File: src/rtl/sc_datapath_pkg.sv
// Shared encodings for the shift-and-add sequencer: FSM states, micro-op kinds,
// register-select / ALU / shifter codes and the idle control word.
package sc_datapath_pkg;

   localparam int unsigned DEC_W = 3;
   localparam int unsigned MUX_W = 3;
   localparam int unsigned ALU_W = 4;
   localparam int unsigned SHF_W = 2;
   localparam int unsigned ST_W  = 5;

   typedef enum logic [ST_W-1:0] {
      S_IDLE   = 5'd0,
      S_MOV2_0 = 5'd1,
      S_MOV2_1 = 5'd2,
      S_MOV2_2 = 5'd3,
      S_MOV3_0 = 5'd4,
      S_MOV3_1 = 5'd5,
      S_MOV3_2 = 5'd6,
      S_TEST   = 5'd7,
      S_ADD_0  = 5'd8,
      S_ADD_1  = 5'd9,
      S_ADD_2  = 5'd10,
      S_SHL_0  = 5'd11,
      S_SHL_1  = 5'd12,
      S_SHL_2  = 5'd13,
      S_SHL_3  = 5'd14,
      S_SHR_0  = 5'd15,
      S_SHR_1  = 5'd16,
      S_SHR_2  = 5'd17,
      S_SHR_3  = 5'd18,
      S_DONE   = 5'd19
   } state_e;

   typedef enum logic [2:0] {
      UOP_NONE = 3'd0,
      UOP_MOV  = 3'd1,
      UOP_ADD  = 3'd2,
      UOP_SHL  = 3'd3,
      UOP_SHR  = 3'd4
   } uop_e;

   // Bus read sources
   localparam logic [MUX_W-1:0] SEL_GEN0 = 3'b000;
   localparam logic [MUX_W-1:0] SEL_GEN1 = 3'b001;
   localparam logic [MUX_W-1:0] SEL_GEN2 = 3'b010;
   localparam logic [MUX_W-1:0] SEL_GEN3 = 3'b011;
   localparam logic [MUX_W-1:0] SEL_FIX0 = 3'b100;
   localparam logic [MUX_W-1:0] SEL_FIX1 = 3'b101;
   localparam logic [MUX_W-1:0] SEL_NONE = 3'b111;

   // Write targets
   localparam logic [DEC_W-1:0] DEC_GEN1 = 3'b001;
   localparam logic [DEC_W-1:0] DEC_GEN2 = 3'b010;
   localparam logic [DEC_W-1:0] DEC_GEN3 = 3'b011;
   localparam logic [DEC_W-1:0] DEC_NONE = 3'b111;

   // ALU operations
   localparam logic [ALU_W-1:0] ALU_PASS_A = 4'b0000;
   localparam logic [ALU_W-1:0] ALU_ADD    = 4'b1000;
   localparam logic [ALU_W-1:0] ALU_IDLE   = 4'b1111;

   // Shifter operations
   localparam logic [SHF_W-1:0] SHF_LEFT  = 2'b01;
   localparam logic [SHF_W-1:0] SHF_RIGHT = 2'b10;
   localparam logic [SHF_W-1:0] SHF_HOLD  = 2'b11;

   typedef struct packed {
      logic [DEC_W-1:0] dec;
      logic [MUX_W-1:0] mux_a;
      logic [MUX_W-1:0] mux_b;
      logic [ALU_W-1:0] alu;
      logic             load_n;
      logic [SHF_W-1:0] shift;
   } ctrl_t;

   localparam ctrl_t CTRL_IDLE = '{
      dec:    DEC_NONE,
      mux_a:  SEL_NONE,
      mux_b:  SEL_NONE,
      alu:    ALU_IDLE,
      load_n: 1'b1,
      shift:  SHF_HOLD
   };

endpackage

File: src/rtl/sc_uop_sequencer.sv
// Phase-indexed load/shift/write fields common to the MOV, ADD, SHL and SHR micro-ops.
// MOV/ADD: load in phase 1, write in phase 2. SHL/SHR: load 1, shift 2, write 3.
module sc_uop_sequencer
   import sc_datapath_pkg::*;
(
   input  uop_e             uop_i,
   input  logic [1:0]       phase_i,
   output logic             load_n_c,
   output logic [SHF_W-1:0] shift_c,
   output logic             write_c
);

   // Decode micro-op kind and phase into shifter/write strobes
   always_comb begin
      load_n_c = 1'b1;
      shift_c  = SHF_HOLD;
      write_c  = 1'b0;
      case (uop_i)
         UOP_MOV, UOP_ADD: begin
            load_n_c = (phase_i != 2'd1);
            write_c  = (phase_i == 2'd2);
         end
         UOP_SHL, UOP_SHR: begin
            load_n_c = (phase_i != 2'd1);
            write_c  = (phase_i == 2'd3);
            if (phase_i == 2'd2) begin
               shift_c = (uop_i == UOP_SHL) ? SHF_LEFT : SHF_RIGHT;
            end
         end
         default: ;
      endcase
   end

endmodule

File: src/rtl/sc_shiftadd_sequencer.sv
// Shift-and-add multiply sequencer: RegGEN3 = RegGEN1 x RegFIX1 (low bits).
// Control outputs are registered from the next state so they line up with the
// current state. Optional macro SC_SHIFTADD_EARLYEXIT_EN ends the loop as soon
// as the multiplier register (RegGEN2) reads zero in TEST.
module sc_shiftadd_sequencer #(
   parameter int unsigned DATAWIDTH_BUS                 = 8,
   parameter int unsigned DATAWIDTH_DECODER_SELECTION   = 3,
   parameter int unsigned DATAWIDTH_MUX_SELECTION       = 3,
   parameter int unsigned DATAWIDTH_ALU_SELECTION       = 4,
   parameter int unsigned DATAWIDTH_REGSHIFTER_SELECTION = 2
) (
   input  logic                                      SC_SHIFTADD_SEQUENCER_CLOCK_50,
   input  logic                                      SC_SHIFTADD_SEQUENCER_Reset_InLow,
   input  logic                                      SC_SHIFTADD_SEQUENCER_Start_InHigh,
   input  logic                                      SC_SHIFTADD_SEQUENCER_Lsb_In,
   input  logic                                      SC_SHIFTADD_SEQUENCER_Zero_InLow,
   input  logic                                      SC_SHIFTADD_SEQUENCER_Carry_InLow,
   output logic [DATAWIDTH_DECODER_SELECTION-1:0]    SC_SHIFTADD_SEQUENCER_DecoderSelectionWrite_Out,
   output logic [DATAWIDTH_MUX_SELECTION-1:0]        SC_SHIFTADD_SEQUENCER_MUXSelectionBUSA_Out,
   output logic [DATAWIDTH_MUX_SELECTION-1:0]        SC_SHIFTADD_SEQUENCER_MUXSelectionBUSB_Out,
   output logic [DATAWIDTH_ALU_SELECTION-1:0]        SC_SHIFTADD_SEQUENCER_ALUSelection_Out,
   output logic                                      SC_SHIFTADD_SEQUENCER_RegSHIFTERLoad_OutLow,
   output logic [DATAWIDTH_REGSHIFTER_SELECTION-1:0] SC_SHIFTADD_SEQUENCER_RegSHIFTERShiftSelection_OutLow,
   output logic                                      SC_SHIFTADD_SEQUENCER_Busy_Out,
   output logic                                      SC_SHIFTADD_SEQUENCER_Done_Out,
   output logic                                      SC_SHIFTADD_SEQUENCER_Overflow_Out
);
   import sc_datapath_pkg::*;

   localparam int unsigned   CNT_W   = $clog2(DATAWIDTH_BUS + 1);
   localparam logic [CNT_W-1:0] CNT_MAX = CNT_W'(DATAWIDTH_BUS);

   state_e           state_q, state_d;
   logic [CNT_W-1:0] cnt_q, cnt_d;
   ctrl_t            ctrl_q, ctrl_d;
   logic             busy_q, busy_d;
   logic             done_q, done_d;
   logic             ovf_q, ovf_d;

   uop_e             uop_c;
   logic [1:0]       phase_c;
   logic [MUX_W-1:0] mux_a_c, mux_b_c;
   logic [ALU_W-1:0] alu_c;
   logic [DEC_W-1:0] target_c;
   logic             load_n_c;
   logic [SHF_W-1:0] shift_c;
   logic             write_c;
   logic             early_exit_c;

`ifdef SC_SHIFTADD_EARLYEXIT_EN
   assign early_exit_c = ~SC_SHIFTADD_SEQUENCER_Zero_InLow;
`else
   logic unused_zero;
   assign unused_zero  = SC_SHIFTADD_SEQUENCER_Zero_InLow;
   assign early_exit_c = 1'b0;
`endif

   // Next state, iteration counter and sticky overflow
   always_comb begin
      state_d = state_q;
      cnt_d   = cnt_q;
      ovf_d   = ovf_q;
      case (state_q)
         S_IDLE:   if (SC_SHIFTADD_SEQUENCER_Start_InHigh) state_d = S_MOV2_0;
         S_MOV2_0: state_d = S_MOV2_1;
         S_MOV2_1: state_d = S_MOV2_2;
         S_MOV2_2: state_d = S_MOV3_0;
         S_MOV3_0: state_d = S_MOV3_1;
         S_MOV3_1: state_d = S_MOV3_2;
         S_MOV3_2: state_d = S_TEST;
         S_TEST: begin
            if (early_exit_c)                     state_d = S_DONE;
            else if (cnt_q == CNT_MAX)            state_d = S_DONE;
            else if (SC_SHIFTADD_SEQUENCER_Lsb_In) state_d = S_ADD_0;
            else                                  state_d = S_SHL_0;
         end
         S_ADD_0:  state_d = S_ADD_1;
         S_ADD_1:  state_d = S_ADD_2;
         S_ADD_2:  state_d = S_SHL_0;
         S_SHL_0:  state_d = S_SHL_1;
         S_SHL_1:  state_d = S_SHL_2;
         S_SHL_2:  state_d = S_SHL_3;
         S_SHL_3:  state_d = S_SHR_0;
         S_SHR_0:  state_d = S_SHR_1;
         S_SHR_1:  state_d = S_SHR_2;
         S_SHR_2:  state_d = S_SHR_3;
         S_SHR_3:  state_d = S_TEST;
         S_DONE:   state_d = S_IDLE;
         default:  state_d = S_IDLE;
      endcase

      if (state_d == S_MOV2_0) begin
         cnt_d = '0;
         ovf_d = 1'b0;
      end else begin
         if ((state_q == S_SHR_3) && (cnt_q != CNT_MAX)) cnt_d = cnt_q + CNT_W'(1);
         if ((state_q == S_ADD_1) && !SC_SHIFTADD_SEQUENCER_Carry_InLow) ovf_d = 1'b1;
      end
   end

   // Operand selects, ALU op and micro-op phase for the upcoming state
   always_comb begin
      uop_c    = UOP_NONE;
      phase_c  = 2'd0;
      mux_a_c  = SEL_NONE;
      mux_b_c  = SEL_NONE;
      alu_c    = ALU_IDLE;
      target_c = DEC_NONE;
      case (state_d)
         S_MOV2_0, S_MOV2_1, S_MOV2_2: begin
            uop_c    = UOP_MOV;
            phase_c  = 2'(ST_W'(state_d) - ST_W'(S_MOV2_0));
            mux_a_c  = SEL_FIX1;
            alu_c    = ALU_PASS_A;
            target_c = DEC_GEN2;
         end
         S_MOV3_0, S_MOV3_1, S_MOV3_2: begin
            uop_c    = UOP_MOV;
            phase_c  = 2'(ST_W'(state_d) - ST_W'(S_MOV3_0));
            mux_a_c  = SEL_FIX0;
            alu_c    = ALU_PASS_A;
            target_c = DEC_GEN3;
         end
         S_TEST: begin
            mux_a_c  = SEL_GEN2;
            alu_c    = ALU_PASS_A;
         end
         S_ADD_0, S_ADD_1, S_ADD_2: begin
            uop_c    = UOP_ADD;
            phase_c  = 2'(ST_W'(state_d) - ST_W'(S_ADD_0));
            mux_a_c  = SEL_GEN3;
            mux_b_c  = SEL_GEN1;
            alu_c    = ALU_ADD;
            target_c = DEC_GEN3;
         end
         S_SHL_0, S_SHL_1, S_SHL_2, S_SHL_3: begin
            uop_c    = UOP_SHL;
            phase_c  = 2'(ST_W'(state_d) - ST_W'(S_SHL_0));
            mux_a_c  = SEL_GEN1;
            alu_c    = ALU_PASS_A;
            target_c = DEC_GEN1;
         end
         S_SHR_0, S_SHR_1, S_SHR_2, S_SHR_3: begin
            uop_c    = UOP_SHR;
            phase_c  = 2'(ST_W'(state_d) - ST_W'(S_SHR_0));
            mux_a_c  = SEL_GEN2;
            alu_c    = ALU_PASS_A;
            target_c = DEC_GEN2;
         end
         default: ;
      endcase
   end

   sc_uop_sequencer u_uop (
      .uop_i    (uop_c),
      .phase_i  (phase_c),
      .load_n_c (load_n_c),
      .shift_c  (shift_c),
      .write_c  (write_c)
   );

   // Assemble the registered control word and status
   always_comb begin
      ctrl_d        = CTRL_IDLE;
      ctrl_d.dec    = write_c ? target_c : DEC_NONE;
      ctrl_d.mux_a  = mux_a_c;
      ctrl_d.mux_b  = mux_b_c;
      ctrl_d.alu    = alu_c;
      ctrl_d.load_n = load_n_c;
      ctrl_d.shift  = shift_c;
      busy_d        = (state_d != S_IDLE) && (state_d != S_DONE);
      done_d        = (state_d == S_DONE);
   end

   // State and output registers
   always_ff @(posedge SC_SHIFTADD_SEQUENCER_CLOCK_50 or negedge SC_SHIFTADD_SEQUENCER_Reset_InLow) begin
      if (!SC_SHIFTADD_SEQUENCER_Reset_InLow) begin
         state_q <= S_IDLE;
         cnt_q   <= '0;
         ctrl_q  <= CTRL_IDLE;
         busy_q  <= 1'b0;
         done_q  <= 1'b0;
         ovf_q   <= 1'b0;
      end else begin
         state_q <= state_d;
         cnt_q   <= cnt_d;
         ctrl_q  <= ctrl_d;
         busy_q  <= busy_d;
         done_q  <= done_d;
         ovf_q   <= ovf_d;
      end
   end

   assign SC_SHIFTADD_SEQUENCER_DecoderSelectionWrite_Out       = DATAWIDTH_DECODER_SELECTION'(ctrl_q.dec);
   assign SC_SHIFTADD_SEQUENCER_MUXSelectionBUSA_Out            = DATAWIDTH_MUX_SELECTION'(ctrl_q.mux_a);
   assign SC_SHIFTADD_SEQUENCER_MUXSelectionBUSB_Out            = DATAWIDTH_MUX_SELECTION'(ctrl_q.mux_b);
   assign SC_SHIFTADD_SEQUENCER_ALUSelection_Out                = DATAWIDTH_ALU_SELECTION'(ctrl_q.alu);
   assign SC_SHIFTADD_SEQUENCER_RegSHIFTERLoad_OutLow           = ctrl_q.load_n;
   assign SC_SHIFTADD_SEQUENCER_RegSHIFTERShiftSelection_OutLow = DATAWIDTH_REGSHIFTER_SELECTION'(ctrl_q.shift);
   assign SC_SHIFTADD_SEQUENCER_Busy_Out                        = busy_q;
   assign SC_SHIFTADD_SEQUENCER_Done_Out                        = done_q;
   assign SC_SHIFTADD_SEQUENCER_Overflow_Out                    = ovf_q;

endmodule
File: config.mk
export PLATFORM = sky130hd
export DESIGN_NAME = sc_shiftadd_sequencer
export DESIGN_NICKNAME = d
export VERILOG_FILES = /design/src/rtl/sc_datapath_pkg.sv /design/src/rtl/sc_uop_sequencer.sv /design/src/rtl/sc_shiftadd_sequencer.sv
export SDC_FILE = /design/constraint.sdc
export NUM_CORES = 1
export LEC_CHECK = 0
export ABC_CLOCK_PERIOD_IN_PS = 2000
export CAP_MARGIN = 0
export CORE_AREA = 2 2 55 57
export DETAILED_ROUTE_END_ITERATION = 7
export DIE_AREA = 0 0 57 59
export PLACE_DENSITY = 0.76
export SYNTH_ARGS = -nofsm -noshare
export SYNTH_HDL_FRONTEND = slang
export SYNTH_SLANG_ARGS = --single-unit
File: constraint.sdc
create_clock -name SC_SHIFTADD_SEQUENCER_CLOCK_50 -period 2 [get_ports SC_SHIFTADD_SEQUENCER_CLOCK_50]
set_input_delay 0.5 -clock SC_SHIFTADD_SEQUENCER_CLOCK_50 [delete_from_list [all_inputs] [get_ports SC_SHIFTADD_SEQUENCER_CLOCK_50]]
set_output_delay 0.5 -clock SC_SHIFTADD_SEQUENCER_CLOCK_50 [all_outputs]
set_load 0.005 [all_outputs]
==> parameters.txt <==
Parameter                              Value

GRT
  Gr busiest metal ... met2
  Vias in the first global route ... 1181
  Routing usage on met3 ... 3.49%
  Largest net degree at the start of global routing ... 25
  Met1 routing resource usage after global routing ... 24.5%
  Grt met2 use ... 36.0%
  First-pass GRT wire length ... 5290 microns
  GRT overflow ... 0
  Overall global routing resource usage ... 20.4%
  Number of antenna violations at the first check in global routing ... 0

Timing
  Final setup fails ... 0
  Setup Total Neg Slack ... 0 ns
  Share of the cycle needed by the critical path after routing ... 96.8%
  Max Clk Rate ... 0.517 GHz
  Clock period minus worst slack ... 1.94 ns
  Skew final ... 0.00409 ns
  Setup repair after global routing missed its margin ... yes
  Final max-slew violation count ... 0
  Hold violation total from the final report ... 0

Die
  Row count ... 19
  Number of placed I/O pins ... 25
  Die area ... 3360 sq um
  Starting utilization of the core area ... 50.1%
  Height of the chip ... 59 microns
  Die W ... 57 microns
  Core area ... 2710 sq um

Synth
  Synthesized Nets ... 149
  Flip-flop cell with the highest count after synthesis ... sky130_fd_sc_hd__dfstp_2
  Share of flip-flops with an asynchronous set or reset ... 100%
  Count of distinct cell types in the synthesized netlist ... 51
  EDFF count, synth ... 0
  Cell Area, Synth ... 1360 sq um
  Total of warnings raised by yosys ... 0
  Gate Count Post-Synth ... 141
  Number of storage elements in the synthesis netlist ... 24
  Fraction of the yosys area taken by sequential cells ... 45.3%
  Average cell area after synthesis ... 9.63 sq um

Critical path
  Count of buffering cells on the critical path with inverters included ... 2
  Start-to-end type of the worst setup path ... flop to flop
  Critical path capture point type ... flop
  Startpoint of the worst register-to-register path ... cnt_q[1]
  CP Depth ... 8
  Ordered list of cells on the worst path ... inv_1 > ha_2 > nand3b_1 > a31o_1 > o32a_2 > buf_4 > nor3_4 > a21oi_2
  Cell family with the largest share of critical-path delay ... compound AO/OA/AOI/OAI gates
  Slowest cell delay on critical path ... 0.43 ns
  Start point of the critical path ... cnt_q[1]
  Master of the slowest instance on the critical path ... sky130_fd_sc_hd__dfrtp_1
  Endpoint of the most critical setup path ... SC_SHIFTADD_SEQUENCER_RegSHIFTERLoad_OutLow
  Path depth of the worst reg2reg path ... 8
  Worst setup SP type ... flop
  Endpoint of the worst-slack reg-to-reg timing path ... SC_SHIFTADD_SEQUENCER_RegSHIFTERLoad_OutLow
  Critical Path AT ... 2.20 ns
  Required @ worst endpoint ... 2.27 ns
  Maximum fanout encountered on the critical timing path ... 4
  Register-to-register path setup slack ... 0.06 ns

Run
  Max-cap violations ... 0

Clock network
  Clock latency at the later pin of the worst-skew pair ... 0.32 ns
  Bufs on Longest Clock Path ... 2
  CTS clk-pin slew, worst paths ... 0.14 ns
  Cell at the root of the clock tree ... sky130_fd_sc_hd__clkbuf_4
  Clk sinks ... 24
  TritonCTS Buffers ... 3
  Number of H-tree levels ... 1
  TritonCTS clock tree ... done

Final layout
  Share of cells above drive strength 1 ... 28.3%
  Filler Cell Count ... 231
  Area of all placed cells without fillers ... 1760 sq um
  NumNets Final ... 182
  Ant. Diodes ... 0
  Non-Filler Instances ... 204
  Layout Area Growth over Synthesis ... 29.9%

Drt
  Total iterations of the first detailed-routing run ... 4
  DRC viols ... 0
  Number of DRC markers after the initial detailed-route iteration ... 27
  Total detailed-routing wirelength ... 3240 microns
  Total number of vias ... 1174
  Number of routed nets with antenna violations ... 0
  Average routed wire per standard cell ... 15.9 microns
  Mean number of vias per cell ... 5.75

Placement
  Gp weighted congestion ... 0.905
  Number of placed cells counting well taps ... 198
  HPWL after detailed placement ... 2460 microns
  Standard cell area after detailed placement ... 1670 sq um
  Number of buffers added on ports ... 22

Worst hold path
  Class of the most critical hold timing path ... primary input to asynchronous set/reset pin

Power and ir drop
  Static leakage ... 0.732 nW
  Peak ir drop on the vdd network ... 1100 uV
  Post-layout total power ... 0.00328 W
  Power per cell area ... 1860 nW/um^2

Run status
  Outcome ... finished, final reports clean
## worst min path at each step
stage | endpoint | slack, ns | start | depth (start not counted)
global placement | SC_SHIFTADD_SEQUENCER_Overflow_Out | 0.48 | SC_SHIFTADD_SEQUENCER_Overflow_Out | 2
floorplan | SC_SHIFTADD_SEQUENCER_Busy_Out | 0.20 | SC_SHIFTADD_SEQUENCER_Reset_InLow | 0
CTS | SC_SHIFTADD_SEQUENCER_Overflow_Out | 0.52 | SC_SHIFTADD_SEQUENCER_Reset_InLow | 2
detailed placement | SC_SHIFTADD_SEQUENCER_Overflow_Out | 0.50 | SC_SHIFTADD_SEQUENCER_Overflow_Out | 2
finish | SC_SHIFTADD_SEQUENCER_Overflow_Out | 0.51 | SC_SHIFTADD_SEQUENCER_Reset_InLow | 2
global route | state_q[2] | 0.54 | SC_SHIFTADD_SEQUENCER_Reset_InLow | 2
## Yosys cell counts (4+ instances only)
master	n	area share, %
sky130_fd_sc_hd__buf_2	5	1.8
sky130_fd_sc_hd__buf_4	4	2.2
sky130_fd_sc_hd__dfrtp_1	12	22
sky130_fd_sc_hd__dfstp_2	12	23
sky130_fd_sc_hd__inv_1	5	1.4
sky130_fd_sc_hd__nand2_1	9	2.5
sky130_fd_sc_hd__nand2b_1	5	2.3
sky130_fd_sc_hd__nor2_1	17	4.7
sky130_fd_sc_hd__o22ai_1	4	1.8
## cell families after synthesis
kind of cell    synth area share (%)
simple gates                    21.7
compound gates                  18.5
flops                           45.3
buf+inv                         7.65
xor+xnor                        3.23
fa+ha+maj                       1.84
mux                             1.47
other cells                    0.276
## metrics by stage
step / hold slack [ns] / worst slack, ns / util, %
floorplan: 0.204 / 0.289 / -
global placement: 0.480 / -0.154 / 61.5
detailed placement: 0.498 / -0.168 / 61.5
CTS: 0.517 / 0.0397 / 63.4
global route: 0.537 / -0.0787 / 65.1
finish: 0.509 / 0.0646 / 65.1
## sequential cells by signal, summed over array words and instances (netlist names)
signal                                                 count
state_q                                                    5
cnt_q                                                      4
SC_SHIFTADD_SEQUENCER_DecoderSelectionWrite_Out            3
SC_SHIFTADD_SEQUENCER_MUXSelectionBUSA_Out                 3
SC_SHIFTADD_SEQUENCER_ALUSelection_Out                     2
SC_SHIFTADD_SEQUENCER_RegSHIFTERShiftSelection_OutLow      2
SC_SHIFTADD_SEQUENCER_Busy_Out                             1
SC_SHIFTADD_SEQUENCER_Done_Out                             1
SC_SHIFTADD_SEQUENCER_MUXSelectionBUSB_Out                 1
SC_SHIFTADD_SEQUENCER_Overflow_Out                         1
SC_SHIFTADD_SEQUENCER_RegSHIFTERLoad_OutLow                1
## per-layer routing
layer  share of wire [%]  wire [microns]
met1                  41            1320
met2                  52            1670
met3                 5.0             161
met4                 2.7              86
met5                   0               0
## report_power, final
group	switching [W]	total, W	leakage [nW]	internal, W
Sequential	0.000157	0.000898	0.278	0.000742
Clock	0.000153	0.000355	0.0279	0.000203
Combinational	0.00105	0.00203	0.427	0.000984
## cell type report
cell class	instances	area (sq um)	area share (%)
multi-input cells	97	667	37.8
repair buffers	41	363	20.6
clock buffers	3	22.5	1.28
flip-flops and latches	24	616	34.9
well taps	31	38.8	2.20
clock inverters	1	30.0	1.70
inverters	7	26.3	1.49
## timing repair
action,CTS,global route
setup endpoints to repair,0,3
resized for setup,0,6
buffers inserted,0,2
hold buffers,0,0
## layout by cell type, fill, tap and decap left out, drive strengths merged, types with 4 or more instances in the layout
cell type	count
a21oi	4
nor2b	4
nor2	17
o21ai	7
dfrtp	12
nand2	9
nand2b	5
buf	19
inv	7
dfstp	12
clkdlybuf4s50	22
o22ai	4
(Power assumes the default switching activity.)
